<file path="src/rtl/alu_pkg.sv">
// Shared encodings and state type for the ALU command sequencer.
// Opcodes 000-011 double as the ALU select values.
package alu_pkg;

  localparam int WIDTH = 8;

  localparam logic [2:0] OP_AND  = 3'b000;
  localparam logic [2:0] OP_OR   = 3'b001;
  localparam logic [2:0] OP_ADD  = 3'b010;
  localparam logic [2:0] OP_SUB  = 3'b011;
  localparam logic [2:0] OP_LOAD = 3'b100;
  localparam logic [2:0] OP_MUL  = 3'b101;
  localparam logic [2:0] OP_CLR  = 3'b110;
  localparam logic [2:0] OP_RSVD = 3'b111;

  typedef enum logic [1:0] {
    IDLE = 2'd0,
    EXEC = 2'd1,
    MUL  = 2'd2,
    RESP = 2'd3
  } state_e;

endpackage

</file>
<file path="src/rtl/alu_cmd_sequencer.sv">
// Command sequencer in front of the 8-bit combinational ALU: accumulator,
// single-cycle ALU ops, shift-and-add multiply, and a held response.
module alu_cmd_sequencer
  import alu_pkg::*;
#(
  parameter int WIDTH     = alu_pkg::WIDTH,
  parameter int MUL_ITERS = 8
) (
  input  logic             clk,
  input  logic             rst_n,
  input  logic             cmd_valid,
  output logic             cmd_ready,
  input  logic [2:0]       cmd_op,
  input  logic [WIDTH-1:0] cmd_operand,
  output logic [WIDTH-1:0] alu_a,
  output logic [WIDTH-1:0] alu_b,
  output logic [2:0]       alu_select,
  input  logic [WIDTH-1:0] alu_result,
  input  logic             alu_zero,
  output logic             rsp_valid,
  input  logic             rsp_ready,
  output logic [WIDTH-1:0] rsp_result,
  output logic             rsp_zero,
  output logic             rsp_err
);

  localparam int CW = $clog2(MUL_ITERS);
  localparam logic [CW-1:0] CNT_LAST = CW'(MUL_ITERS - 1);

  state_e           state_q, state_d;
  logic [WIDTH-1:0] acc_q, acc_d;
  logic [2:0]       op_q, op_d;
  logic [WIDTH-1:0] opnd_q, opnd_d;
  logic [WIDTH-1:0] prod_q, prod_d;
  logic [WIDTH-1:0] mcand_q, mcand_d;
  logic [CW-1:0]    cnt_q, cnt_d;
  logic             valid_q, valid_d;
  logic             zero_q, zero_d;
  logic             err_q, err_d;
  logic [WIDTH-1:0] prod_next_s;

  // State and datapath registers
  always_ff @(posedge clk or negedge rst_n) begin
    if (!rst_n) begin
      state_q <= IDLE;
      acc_q   <= '0;
      op_q    <= 3'b000;
      opnd_q  <= '0;
      prod_q  <= '0;
      mcand_q <= '0;
      cnt_q   <= '0;
      valid_q <= 1'b0;
      zero_q  <= 1'b0;
      err_q   <= 1'b0;
    end else begin
      state_q <= state_d;
      acc_q   <= acc_d;
      op_q    <= op_d;
      opnd_q  <= opnd_d;
      prod_q  <= prod_d;
      mcand_q <= mcand_d;
      cnt_q   <= cnt_d;
      valid_q <= valid_d;
      zero_q  <= zero_d;
      err_q   <= err_d;
    end
  end

  // ALU operand routing: the multiply borrows the ADD path for prod + mcand
  always_comb begin
    if (state_q == MUL) begin
      alu_a      = prod_q;
      alu_b      = mcand_q;
      alu_select = OP_ADD;
    end else begin
      alu_a      = acc_q;
      alu_b      = opnd_q;
      alu_select = op_q;
    end
  end

  // Partial product only absorbs the shifted multiplicand on a set multiplier bit
  always_comb begin
    if (opnd_q[cnt_q]) begin
      prod_next_s = alu_result;
    end else begin
      prod_next_s = prod_q;
    end
  end

  // Next-state and datapath update
  always_comb begin
    state_d = state_q;
    acc_d   = acc_q;
    op_d    = op_q;
    opnd_d  = opnd_q;
    prod_d  = prod_q;
    mcand_d = mcand_q;
    cnt_d   = cnt_q;
    valid_d = valid_q;
    zero_d  = zero_q;
    err_d   = err_q;
    case (state_q)
      IDLE: begin
        if (cmd_valid) begin
          op_d   = cmd_op;
          opnd_d = cmd_operand;
          if (cmd_op == OP_MUL) begin
            prod_d  = '0;
            mcand_d = acc_q;
            cnt_d   = '0;
            state_d = MUL;
          end else begin
            state_d = EXEC;
          end
        end else begin
          state_d = IDLE;
        end
      end
      EXEC: begin
        case (op_q)
          OP_AND, OP_OR, OP_ADD, OP_SUB: begin
            acc_d  = alu_result;
            zero_d = alu_zero;
            err_d  = 1'b0;
          end
          OP_LOAD: begin
            acc_d  = opnd_q;
            zero_d = (opnd_q == '0);
            err_d  = 1'b0;
          end
          OP_CLR: begin
            acc_d  = '0;
            zero_d = 1'b1;
            err_d  = 1'b0;
          end
          default: begin
            acc_d  = acc_q;
            zero_d = (acc_q == '0);
            err_d  = 1'b1;
          end
        endcase
        valid_d = 1'b1;
        state_d = RESP;
      end
      MUL: begin
        prod_d  = prod_next_s;
        mcand_d = mcand_q << 1;
        cnt_d   = cnt_q + CW'(1);
        if (cnt_q == CNT_LAST) begin
          acc_d   = prod_next_s;
          zero_d  = (prod_next_s == '0);
          err_d   = 1'b0;
          valid_d = 1'b1;
          state_d = RESP;
        end else begin
          state_d = MUL;
        end
      end
      RESP: begin
        if (rsp_ready) begin
          valid_d = 1'b0;
          state_d = IDLE;
        end else begin
          valid_d = 1'b1;
          state_d = RESP;
        end
      end
      default: begin
        valid_d = 1'b0;
        state_d = IDLE;
      end
    endcase
  end

  assign cmd_ready  = (state_q == IDLE);
  assign rsp_valid  = valid_q;
  assign rsp_result = acc_q;
  assign rsp_zero   = zero_q;
  assign rsp_err    = err_q;

endmodule

</file>
<file path="config.mk">
export PLATFORM = sky130hd
export DESIGN_NAME = alu_cmd_sequencer
export DESIGN_NICKNAME = d
export VERILOG_FILES = /design/src/rtl/alu_pkg.sv /design/src/rtl/alu_cmd_sequencer.sv
export SDC_FILE = /design/constraint.sdc
export NUM_CORES = 1
export LEC_CHECK = 0
export CORE_MARGIN = 10
export CORE_UTILIZATION = 50
export DETAILED_ROUTE_END_ITERATION = 8
export PLACE_DENSITY_LB_ADDON = 0.12
export SLEW_MARGIN = 20
export SYNTH_ARGS = -nofsm -noshare
export SYNTH_HDL_FRONTEND = slang
export SYNTH_SLANG_ARGS = --single-unit
</file>
<file path="constraint.sdc">
create_clock -name clk -period 2.25 [get_ports clk]
set_input_delay 0.225 -clock clk [delete_from_list [all_inputs] [get_ports clk]]
set_output_delay 0.225 -clock clk [all_outputs]
set_load 0.02 [all_outputs]
</file>
[After elaboration in Yosys (flattened, before gate mapping)]
Index checks and enable logic that the tools add are counted.
Operators by class
  add/sub/neg operators: 1
  order comparisons: 1
  equal/unequal tests: 14
  mux-type cells: 32
  reduce and logical (&&, ||, !) cells: 15
Operator list (count)
  2-to-1 mux 8 bit: 8
  case mux 8 bit (2 select lines): 3
  logical NOT 8 bit: 3
  case mux 8 bit (3 select lines): 1
  == test 3 bit (second input constant): 4
  2-to-1 mux 3 bit: 3
  case mux 2 bit (4 select lines): 1
  2-to-1 mux 1 bit: 7
  == test 3 x 2 -> 1 bit (second input constant): 2
  2-to-1 mux 2 bit: 3
  case mux 1 bit (3 select lines): 2
  case mux 3 bit (2 select lines): 1
  AND reduction 2 bit: 3
  AND reduction 3 bit: 2
  OR reduction 6 bit: 1
  == test 2 bit (second input constant): 2
  less-than comparator 3 x 4 -> 1 bit (second input constant): 1
  != test 2 x 1 -> 1 bit (second input constant): 2
  != test 4 bit (second input constant): 1
  case mux 1 bit (2 select lines): 2
  nonzero test 2 bit: 2
  OR reduction 4 bit: 1
  adder 3 x 1 -> 3 bit (second input constant): 1
  binary-select mux 1 bit (select 3 bit): 1
  6 further kinds: 6
Word-level totals
  register bits after elaboration: 43
  input bits: 24
  output and inout port bits: 31
  logic and storage cells: 73

[Depth between registers and ports, before layout]
Gate-level depths: netlist (run 1).
  depth in word-level cells: 6
  gate-level depth with buffers: 9
  mapped depth without buffers: 7

[Worst setup path after synthesis (run 1)]
Ideal clock, no wire load.
  kind: reg2reg
  start point: register state_q[0]
  end point: register mcand_q[4]
  setup time: 0.132 ns
  arrival time: 1.905 ns
  slack: 0.213 ns
  cell stages (with the launch flop): 9
  buffers on the path: 3
  clock period less this slack: 2.037 ns
  cell sequence: dfrtp_1 inv_1 ha_1 clkbuf_1 nor2b_1 a31oi_1 clkbuf_1 clkbuf_1 o21ai_1
On the way
  cells in the longest elaborated chain, start to end: 3
  elaborated cells between the ends (all ways): 7
  classes of those cells: eq/ne: 3; mux: 1; reduce/logical: 3
Ends and longest elaborated chain
  start, declared: RTL line alu_cmd_sequencer.sv:30  | state_e state_q, state_d;
  start signal, assigned: RTL line alu_cmd_sequencer.sv:56  | state_q <= state_d;
  logical NOT 2 bit *
  named net cmd_ready: RTL line alu_cmd_sequencer.sv:12  | output logic cmd_ready,
  != test 2 x 1 -> 1 bit (no source line) (tied with other cells)
  AND reduction 3 bit (no source line)
  end signal, assigned: RTL line alu_cmd_sequencer.sv:61  | mcand_q <= mcand_d;
  end, declared: RTL line alu_cmd_sequencer.sv:35  | logic [WIDTH-1:0] mcand_q, mcand_d;
Mark *: on every way through the listed nets, which the timed path passes. The rest lies on a longest branch.
A chain may end at the register's enable or synchronous reset.

[Worst setup path in the final report (run 1)]
  start point: register state_q[0]
  end point: output alu_select[0]
On the way
  cells in the longest elaborated chain, start to end: 2
Ends and longest elaborated chain
  == test 2 bit: RTL line alu_cmd_sequencer.sv:71  | if (state_q == MUL) begin
  2-to-1 mux 3 bit: RTL line alu_cmd_sequencer.sv:71
  end, declared: RTL line alu_cmd_sequencer.sv:17  | output logic [2:0] alu_select,
No other way between the ends.

==> results of run 1 <==
==> critical path, cell delays in order, from the launching register on <==
cell and delay (ns):
dfrtp_1 0.38, inv_1 0.07, ha_1 0.23, buf_12 0.18
nor2b_1 0.13, clkdlybuf4s50_1 0.61
==> metal layers <==
layer	vias up	GRT usage, %	wire, um
met1	1018	21.5	3050
li1	1001	-	-
met2	79	26.0	3090
met5	-	0	0
met4	0	5.31	99
met3	10	4.90	537
==> state kept, by name, summed over array words and instances, names as in the netlist <==
name / flops
state_q: 2
rsp_valid: 1
cnt_q: 3
mcand_q: 8
prod_q: 8
opnd_q: 8
op_q: 3
rsp_result: 8
rsp_err: 1
rsp_zero: 1
==> repair_timing <==
| item | in CTS | in global routing |
|---|---|---|
| gates resized for setup | 16 | 1 |
| endpoints found under the hold margin | 22 | 0 |
| setup endpoints to repair | 16 | 1 |
| hold buffers | 1 | 0 |
==> cell type report <==
type / instances / area, um^2
fill: 390 / 1470
inverter: 7 / 26.3
timing repair buffer: 69 / 658
tap: 67 / 83.8
sequential: 43 / 1080
clock inverter: 2 / 35.0
multi-input combinational: 172 / 1290
clock buffer: 6 / 82.6
==> placed cells by master, fill, tap and decap left out, drive strengths merged, types with 2 or more instances in the layout <==
cell type,synthesis,final
a21oi,6,6
nand4,2,2
clkbuf,10,6
mux2i,16,16
nor4,6,6
a21o,2,2
o21ai,23,23
nor2b,4,4
nand2,30,30
o221ai,7,7
dfrtp,43,43
clkdlybuf4s50,0,36
nor2,4,4
nor3,2,2
nand2b,3,3
a22oi,15,15
ha,6,6
nand3,4,4
dlygate4sd2,0,16
mux4,2,2
inv,7,7
mux2,27,27
a31oi,2,2
buf,3,15
==> stage by stage <==
| step | instances | instance area (um^2) | hold slack, ns |
|---|---|---|---|
| after floorplan | 235 | 2450 | -0.0706 |
| after global placement | 357 | 3150 | 0.228 |
| after detailed placement | 357 | 3150 | 0.225 |
| after CTS | 366 | 3250 | 0.445 |
| after global routing | 366 | 3260 | 0.479 |
| final | 366 | 3260 | 0.432 |
==> kinds of logic (layout without fill, tap and decap cells) <==
| logic type | Yosys count | in the layout | share of synthesized area (%) |
|---|---|---|---|
| AOI/OAI and AO/OA | 62 | 62 | 16.8 |
| adders and majority gates | 6 | 6 | 3.07 |
| buffers and inverters | 20 | 84 | 3.38 |
| DFF | 43 | 43 | 44.0 |
| muxes | 45 | 45 | 21.3 |
| and+or+nand+nor | 59 | 59 | 11.5 |
==> worst max path at each step <==
stage / from / to / slack (ns) / cells after the start
2_1_floorplan: state_q[0]$_DFF_PN0_ / mcand_q[4]$_DFFE_PN0P_ / 0.21 / 8
3_3_place_gp: cnt_q[1]$_DFFE_PN0P_ / rsp_result[7]$_DFFE_PN0P_ / 0.21 / 6
3_5_place_dp: cnt_q[0]$_DFFE_PN0P_ / rsp_result[7]$_DFFE_PN0P_ / 0.19 / 6
4_1_cts: state_q[0]$_DFF_PN0_ / alu_select[1] / 0.01 / 5
5_1_grt: state_q[0]$_DFF_PN0_ / alu_select[0] / 0.002 / 5
6_report: state_q[0]$_DFF_PN0_ / alu_select[0] / 0.11 / 5
==> report_power, final <==
group | leakage (nW) | internal, mW | switching [mW]
registers | 0.544 | 1.11 | 0.379
clock network | 0.0612 | 0.359 | 0.265
logic | 0.802 | 1.31 | 1.54
total | 1.41 | 2.78 | 2.19
==> impl_metrics.ini, run 1 <==
[cts]
postCtsSetupBuffers = 0
clockBufferDepth = 2
cts_made_buffers = 5
clk-insertion-delay-late_ns = 0.29
cts_root_buffer = clkbuf_8
cts_tree = done
path_clk_slew_ns = 0.08
h-tree-depth = 2
clock_sinks = 43

[worst_setup_path]
cp-end-kind = primary output
ff2ff_setup_slack_ns = 0.15
worstPathMaxFanout = 34
r2r_cells = 6
arrival_ns = 1.91
rr_startpoint = cnt_q[0]$_DFFE_PN0P_
worstReg2RegEnd = rsp_result[7]$_DFFE_PN0P_
required_ns = 2.03
start_kind = flop
crit_type = reg -> out

[routing]
drc = 0
wl_per_cell_um = 18.5
via_per_inst = 5.76
final_antenna_net_count = 0
vias = 2108
drt_iter0_drc = 171
drt-total-wl_um = 6780
drt_first_pass_iters = 4

[yosys]
ys_top_cells_by_area = dfrtp_1, mux2_1, mux2i_1, a22oi_1, nand2_1
ys_seq_area_share_pct = 44.0
synth_nets = 265
synth_ff_type = dfrtp_1
synth_edf_count = 0
synth_area_per_cell_um2 = 10.4
async_reset_ff_share_pct = 100
postSynthCellCount = 235
synthesis.area_um2 = 2450
yosys-top-cells-count = dfrtp_1, nand2_1, mux2_1
yosysTopAreaCell = dfrtp_1
synth_seq_cells = 43
yosysUniqueCellTypes = 36
yosys.area.top_type_share_pct = 44.0
yosysWarnings = 0
synth_most_common_cell = dfrtp_1

[placed_design]
dp_slack_ns = 0.191
hpwl_um = 5040
port_buffers = 54
gp_congestion = 0.823

[timing]
hold_viol = 0
setup_violations = 0
skew_ns = 0.00474
tightest_slew_ns = 0.630
drv_slew = 0
period_minus_slack_ns = 2.14
rsz0062_at_grt = false
fmax_mhz = 468
period_share_pct = 94.9
relSlewSlack_pct = 57.9
setup_tns_ns = 0
setup_slack_ns = 0.114

[grt]
grt_usage_pct = 16.6
grt_max_degree = 35
grt_overflow_total = 0
grt_pass1_vias = 2154
grt_antenna_before_repair = 0
grt_first_pass_wirelength_um = 11300

[power]
ir_worst_vdd_uv = 814
design_power_total_mw = 4.97
p_leak_nw = 1.41
powerDensity_nw_per_um2 = 1530

[cells_and_area]
syn2layout_area_growth_pct = 33.1
nets = 328
drive_above_1_share_pct = 9.36
fin_util_pct = 68.9
diodes = 0

[floorplan]
rows = 25
floorplan.initialDensity_pct = 51.8
core_um2 = 4720
die_x_um = 89.9
die_height_um = 89.9
dieArea_um2 = 8090
pin_count = 55

[run_status]
status = complete, no violations

[hold_path]
hp-class = in -> async

[flow_run]
max_cap_violations = 0
Note: power is estimated with default switching activity, not from simulation.
==> inputs of run 2 (changes only) <==
Settings changed: GPL_ROUTABILITY_DRIVEN set to 0.
==> results of run 2 <==
Same layout as run 1: the final DEF is identical, and so are final timing and power.
